`config.mk`:
```
export PLATFORM = sky130hd
export DESIGN_NAME = mouse_spinner_encoder
export DESIGN_NICKNAME = d
export VERILOG_FILES = /design/src/rtl/mouse_spinner_encoder_pkg.sv /design/src/rtl/mouse_spinner_encoder_prescaler.sv /design/src/rtl/mouse_spinner_encoder.sv
export SDC_FILE = /design/constraint.sdc
export NUM_CORES = 1
export LEC_CHECK = 0
export CORE_UTILIZATION = 57
export DETAILED_ROUTE_END_ITERATION = 10
export GPL_ROUTABILITY_DRIVEN = 0
export PLACE_DENSITY = 0.86
export SLEW_MARGIN = 15
export SYNTH_ARGS = -nofsm -noshare
export SYNTH_HDL_FRONTEND = slang
export SYNTH_SLANG_ARGS = --single-unit
export TNS_END_PERCENT = 10
```
`constraint.sdc`:
```
create_clock -name clk_sys -period 8.6 [get_ports clk_sys]
set_clock_uncertainty 0.2 [all_clocks]
set_input_delay 0.86 -clock clk_sys [delete_from_list [all_inputs] [get_ports clk_sys]]
set_output_delay 0.86 -clock clk_sys [all_outputs]
set_load 0.02 [all_outputs]
```
`src/rtl/mouse_spinner_encoder_pkg.sv`:
```
// Shared types and Gray-code helper for the mouse-driven quadrature spinner.
// Also used by the paddle/trackball encoders built on spinner_prescaler.
package spinner_pkg;

    typedef logic [1:0] quad_t;

    localparam quad_t QUAD_RESET = 2'b11;

    // Which way the AB output moves on a given cycle.
    typedef enum logic [1:0] {
        SPIN_HOLD = 2'b00,
        SPIN_POS  = 2'b01,
        SPIN_NEG  = 2'b10
    } spin_dir_t;

    // dir_neg=1 walks 00->01->11->10->00; dir_neg=0 walks 00->10->11->01->00.
    function automatic quad_t quad_next(quad_t q, logic dir_neg);
        quad_t n;
        if (dir_neg) begin
            case (q)
                2'b00:   n = 2'b01;
                2'b01:   n = 2'b11;
                2'b11:   n = 2'b10;
                default: n = 2'b00;
            endcase
        end else begin
            case (q)
                2'b00:   n = 2'b10;
                2'b10:   n = 2'b11;
                2'b11:   n = 2'b01;
                default: n = 2'b00;
            endcase
        end
        return n;
    endfunction

endpackage

```
`src/rtl/mouse_spinner_encoder_prescaler.sv`:
```
// Free-running divide-by-STEP_DIV counter producing a one-cycle step tick.
// Shared by the spinner, paddle and trackball encoders.
module spinner_prescaler #(
    parameter int STEP_DIV = 1000
) (
    input  logic clk_sys,
    input  logic reset,
    output logic tick
);

    localparam int CNT_W = (STEP_DIV > 2) ? $clog2(STEP_DIV) : 1;
    localparam logic [CNT_W-1:0] LAST = CNT_W'(STEP_DIV - 1);

    logic [CNT_W-1:0] count_q;
    logic [CNT_W-1:0] count_d;

    // NOTE: every signal driven here gets a value on every path, so no latch is inferred.
    always_comb begin
        tick    = (count_q == LAST);
        count_d = tick ? '0 : count_q + 1'b1;
    end

    // NOTE: state registers use non-blocking assignments so all flops update together.
    always_ff @(posedge clk_sys) begin
        if (reset) begin
            count_q <= '0;
        end else begin
            count_q <= count_d;
        end
    end

endmodule

```
`src/rtl/mouse_spinner_encoder.sv`:
```
// PS/2 mouse X motion -> saturating position accumulator -> paced AB quadrature spinner.
// Optional macro SPINNER_JOY_EN adds joy_left/joy_right stepping while the accumulator is idle.
module mouse_spinner_encoder
    import spinner_pkg::*;
#(
    parameter int POS_W      = 12,
    parameter int STEP_DIV   = 1000,
    parameter int SENS_SHIFT = 0
) (
    input  logic             clk_sys,
    input  logic             reset,
    input  logic [24:0]      ps2_mouse,
    input  logic             reverse,
`ifdef SPINNER_JOY_EN
    input  logic             joy_left,
    input  logic             joy_right,
`endif
    output logic [1:0]       spinner,
    output logic             busy,
    output logic [POS_W-1:0] position
);

    // Two guard bits let the raw sum overflow before it is clamped.
    localparam int SUM_W = POS_W + 2;
    localparam logic signed [SUM_W-1:0] POS_MAX = SUM_W'((1 << (POS_W - 1)) - 1);
    localparam logic signed [SUM_W-1:0] POS_MIN = -POS_MAX;

    logic                    tick;
    logic                    toggle_q, toggle_d;
    logic signed [POS_W-1:0] position_q, position_d;
    quad_t                   spinner_q, spinner_d;
    logic                    busy_q, busy_d;

    logic                    new_pkt;
    logic signed [8:0]       dx_raw;
    logic signed [POS_W-1:0] dx_base;
    logic signed [POS_W-1:0] dx_scaled;
    logic signed [SUM_W-1:0] pkt_term;
    logic signed [SUM_W-1:0] step_term;
    logic signed [SUM_W-1:0] pos_ext;
    logic signed [SUM_W-1:0] sum;
    spin_dir_t               spin_dir;

    logic unused_mouse_bits;
    assign unused_mouse_bits = ^{ps2_mouse[23:16], ps2_mouse[7:5], ps2_mouse[3:0]};

    spinner_prescaler #(
        .STEP_DIV (STEP_DIV)
    ) u_prescaler (
        .clk_sys (clk_sys),
        .reset   (reset),
        .tick    (tick)
    );

    always_comb begin
        toggle_d  = ps2_mouse[24];
        new_pkt   = (ps2_mouse[24] != toggle_q);

        dx_raw    = {ps2_mouse[4], ps2_mouse[15:8]};
        dx_base   = {{(POS_W - 9){dx_raw[8]}}, dx_raw};
        dx_scaled = dx_base <<< SENS_SHIFT;
        pkt_term  = '0;
        if (new_pkt) begin
            // Negating after widening keeps the most-negative delta representable.
            pkt_term = reverse ? -{{2{dx_scaled[POS_W-1]}}, dx_scaled}
                               :  {{2{dx_scaled[POS_W-1]}}, dx_scaled};
        end

        // Step direction follows the pre-update position.
        spin_dir  = SPIN_HOLD;
        step_term = '0;
        if (tick && (position_q != '0)) begin
            if (position_q[POS_W-1]) begin
                spin_dir  = SPIN_NEG;
                step_term = SUM_W'(1);
            end else begin
                spin_dir  = SPIN_POS;
                step_term = '1;
            end
        end
`ifdef SPINNER_JOY_EN
        else if (tick) begin
            if ((reverse ? joy_left : joy_right) && !(reverse ? joy_right : joy_left)) begin
                spin_dir = SPIN_POS;
            end else if ((reverse ? joy_right : joy_left) && !(reverse ? joy_left : joy_right)) begin
                spin_dir = SPIN_NEG;
            end
        end
`endif

        pos_ext = {{2{position_q[POS_W-1]}}, position_q};
        sum     = pos_ext + pkt_term + step_term;

        if (sum > POS_MAX) begin
            position_d = POS_MAX[POS_W-1:0];
        end else if (sum < POS_MIN) begin
            position_d = POS_MIN[POS_W-1:0];
        end else begin
            position_d = sum[POS_W-1:0];
        end

        busy_d    = (position_d != '0);
        spinner_d = (spin_dir == SPIN_HOLD) ? spinner_q
                                            : quad_next(spinner_q, spin_dir == SPIN_NEG);
    end

    // NOTE: the toggle flop loads the live packet bit during reset so no packet is seen on release.
    always_ff @(posedge clk_sys) begin
        if (reset) begin
            toggle_q   <= ps2_mouse[24];
            position_q <= '0;
            spinner_q  <= QUAD_RESET;
            busy_q     <= 1'b0;
        end else begin
            toggle_q   <= toggle_d;
            position_q <= position_d;
            spinner_q  <= spinner_d;
            busy_q     <= busy_d;
        end
    end

    assign spinner  = spinner_q;
    assign busy     = busy_q;
    assign position = position_q;

endmodule

```
==> metrics.csv <==
stage,metric,value,unit
setup_path,CP endpoint kind,flip-flop,
detailed_routing,drt initial violations,81,
grt,total global routing overflow,0,
min_path,Hold Startpoint,u_prescaler.count_q[0]$_SDFF_PP0_,
floorplan,total core area,3740,sq um
detailed_routing,DRT Wirelength,5260,microns
detailed_routing,First-pass DRT Iterations,7,
setup_path,"slowest stage delay, CP",590,ps
detailed_routing,total number of vias,1994,
setup_path,WP data required,8540,ps
logic_synthesis,"top cells by area, synth","dfxtp_1, fa_1, ha_1, xor2_1, nor2_1",
setup_path,Worst R2R Setup Slack,3210,ps
power,Static Leakage,1.11,nW
finish,fill count,303,
detailed_routing,# DRC,0,
timing,# setup viols final,0,
status,status,"finished, final reports clean",
setup_path,cell count along the critical path,15,
clock_tree,cts repair resizes,0,
timing,"Slew Viols, Final",0,
clock_tree,Clock Pin Slew Worst Setup and Hold Paths,90,ps
setup_path,Reg2Reg Depth,15,
logic_synthesis,syn_area_per_cell,8.87,sq um
power,Int Pwr,0.404,mW
logic_synthesis,synth warn,0,
detailed_routing,DR WL/cell,15.9,microns
floorplan,die area,4270,sq um
power,Comb pwr share,62.8,%
min_path,hold endpoint,u_prescaler.count_q[0]$_SDFF_PP0_,
setup_path,"critical path fanouts, max",11,
setup_path,CP top delay family,compound AO/OA/AOI/OAI gates,
floorplan,starting density of the core,61.1,%
detailed_routing,Final ANT Viol Nets,0,
grt,vias in the first global route,1935,
timing,Least-Margin Pin Slew,873,ps
setup_path,CP Launch Type,flip-flop,
clock_tree,CTS tree,done,
logic_synthesis,asr flop ratio synth,0,%
power,Pwr per Cell Area,287,nW/um^2
place,post-DP HPWL,4060,microns
finish,Final Util,70.8,%
clock_tree,CTS Buf Count,3,
logic_synthesis,number of flops mapped to enable cells by yosys,0,
timing,setup TNS,0,ps
setup_path,WS Path Type,flip-flop to flip-flop,
logic_synthesis,synthesized area,2290,sq um
floorplan,Die X,65.3,microns
logic_synthesis,ys flop type,dfxtp_1,
power,Switch Pwr,0.356,mW
setup_path,worst flop-to-flop path endpoint,position[2]$_SDFF_PP0_,
min_path,Tightest Hold Check Type,flip-flop to flip-flop,
finish,Area Growth Syn to Fin,15.8,%
setup_path,Worst Path Buf+Inv,1,
clock_tree,CTS Buffer Depth,2,
setup_path,crit path cell chain,"ha_1, nand4b_1, nor3_1, nand2_1, or2_2, inv_1, fa_1, fa_1, a21oi_1, o211ai_1, a21oi_1, xor2_1, o2111ai_1, a21oi_4, nor3_2",
logic_synthesis,"Distinct cells, synth",57,
min_path,Hold Path Depth,1,
grt,GRT Util Overall,26.3,%
timing,RSZ-0062 raised after global routing,no,
logic_synthesis,"area leader, netlist",dfxtp_1,
timing,Final min period,5390,ps
setup_path,CP Data Arrival Time,5330,ps
power,Sequential Power Share,23.9,%
timing,final hold violation count,0,
logic_synthesis,Seq cells post-synth,26,
finish,share of post-route cells with drive strength above 1,10.3,%
logic_synthesis,Mapped Nets,314,
timing,top achievable clock speed,185,MHz
power,Sw Share,46.8,%
floorplan,Ports,43,
place,Port-buffer cells,27,
timing,Slew headroom,41.4,%
power,Max IR drop VDD,0.203,mV
floorplan,Die Ht,65.3,microns
grt,initial antenna violation count,0,
logic_synthesis,register area share after synthesis,22.8,%
floorplan,# rows,22,
clock_tree,hold_buf cts,0,
logic_synthesis,top cell type's share of synthesized area,22.8,%
setup_path,R2R Path Start,u_prescaler.count_q[0]$_SDFF_PP0_,
clock_tree,clk_lat worst skew,270,ps
detailed_routing,Vias/cell,6.04,
finish,Final nets,339,
timing,Tcrit/Tclk final,62.7,%
clock_tree,H-tree depth,1,
clock_tree,CTS Sinks,26,
finish,ant diodes,0,
setup_path,Critical-path top delay cell,fa_1,
clock_tree,post-CTS setup buffers,0,
power,clock network power share,13.3,%
logic_synthesis,cell count after synthesis,258,
flow_run,max cap viols,0,
clock_tree,Root Buffer,clkbuf_8,
grt,largest net degree at the start of global routing,16,
grt,first-pass GRT wire length,8670,microns
-- worst register-to-register path: stages, from the launching register on --
cell and delay (ps):
dfxtp_1 390, ha_1 220, nand4b_1 120, nor3_1 290, nand2_1 240, or2_2 360
inv_1 490, fa_1 590, fa_1 490, a21oi_1 340, o211ai_1 200, a21oi_1 210
xor2_1 320, o2111ai_1 360, a21oi_4 360, nor3_2 90
-- Yosys cell counts, drive strengths merged, types with 2 or more instances --
| master | number |
|---|---|
| a21o | 2 |
| dfxtp | 26 |
| xnor2 | 9 |
| nand2 | 14 |
| or3 | 3 |
| buf | 4 |
| a21oi | 20 |
| or2 | 5 |
| ha | 14 |
| and3 | 4 |
| nor4 | 6 |
| xor2 | 15 |
| inv | 18 |
| nand3 | 14 |
| mux2i | 2 |
| and2 | 2 |
| o211ai | 4 |
| nand2b | 8 |
| nor2 | 25 |
| o21ai | 8 |
| a22oi | 2 |
| nor3 | 9 |
| a211oi | 3 |
| a31oi | 3 |
| clkbuf | 3 |
| fa | 14 |
| o311a | 2 |
| o2111ai | 2 |
-- sequential cells by signal (all words and copies together) (netlist names) --
name / cells
toggle_q: 1
busy: 1
u_prescaler.count_q: 10
spinner: 2
position: 12
-- cells by family (layout without fill, tap and decap cells) --
group                    count (synthesis)  count (layout)  synth area share (%)
AND/OR/NAND/NOR                         96              96                  23.2
AO/OA/AOI/OAI                           56              56                  18.3
adder cells (fa/ha/maj)                 28              28                  19.9
flip-flops                              26              26                  22.8
XOR/XNOR                                25              25                  10.2
buffers and inverters                   25              49                  4.70
multiplexers                             2               2                 0.875
-- cells in the final DEF, fill, tap and decap left out, types with 4 or more instances in the layout --
cell type / n
clkdlybuf4s50_1: 27
dfxtp_1: 26
nor2_1: 24
inv_1: 18
a21oi_1: 17
xor2_1: 15
nand3_1: 14
fa_1: 14
ha_1: 14
nand2_1: 11
xnor2_1: 9
nand2b_1: 8
o21ai_0: 7
nor4_1: 6
nor3_1: 5
or2_2: 4
and3_1: 4
nor3_2: 4
-- power groups by stage --
stage                     Clock, mW  Sequential (mW)  Combinational (mW)
final                         0.101            0.182               0.477
after global routing          0.107            0.186               0.519
after CTS                     0.103            0.182               0.469
after detailed placement          0            0.185               0.458
after global placement            0            0.185               0.448
after floorplan                   0            0.201               0.322
-- stage by stage --
stage          power, mW  hold WS [ps]  cell area, sq um  cells  setup slack [ps]
6_report           0.760           279              2650    330              3210
5_1_grt            0.812           295              2650    330              2680
4_1_cts            0.754           277              2650    330              3230
3_5_place_dp       0.643           255              2580    326              3090
3_3_place_gp       0.633           246              2580    326              3120
2_1_floorplan      0.524           230              2290    258              3890
-- worst max path at each step --
stage                                       from                     end  slack [ps]
4_1_cts        u_prescaler.count_q[0]$_SDFF_PP0_  position[2]$_SDFF_PP0_        3230
2_1_floorplan                       ps2_mouse[9]  position[0]$_SDFF_PP0_        3890
3_5_place_dp                        ps2_mouse[9]  position[0]$_SDFF_PP0_        3090
6_report       u_prescaler.count_q[0]$_SDFF_PP0_  position[2]$_SDFF_PP0_        3210
5_1_grt        u_prescaler.count_q[0]$_SDFF_PP0_  position[2]$_SDFF_PP0_        2680
3_3_place_gp                        ps2_mouse[9]  position[0]$_SDFF_PP0_        3120
-- layer usage --
layer  track usage, %  share of wire [%]  up-vias
met4             8.97                2.1        0
met3             3.30                7.0       12
met2             43.9                 47       77
li1                 -                  -      965
met5                0                  0        -
met1             34.9                 44      940
-- layout make-up --
class                      count  area (sq um)  share of cell area, %
multi-input combinational    207          1660                   62.6
inverter                      18          67.6                   2.55
timing repair buffer          27           270                   10.2
tap                           48          60.1                   2.27
sequential                    26           520                   19.7
clock buffer                   3          41.3                   1.56
clock inverter                 1          30.0                   1.13
No activity file was read; power rests on OpenSTA's default activity.
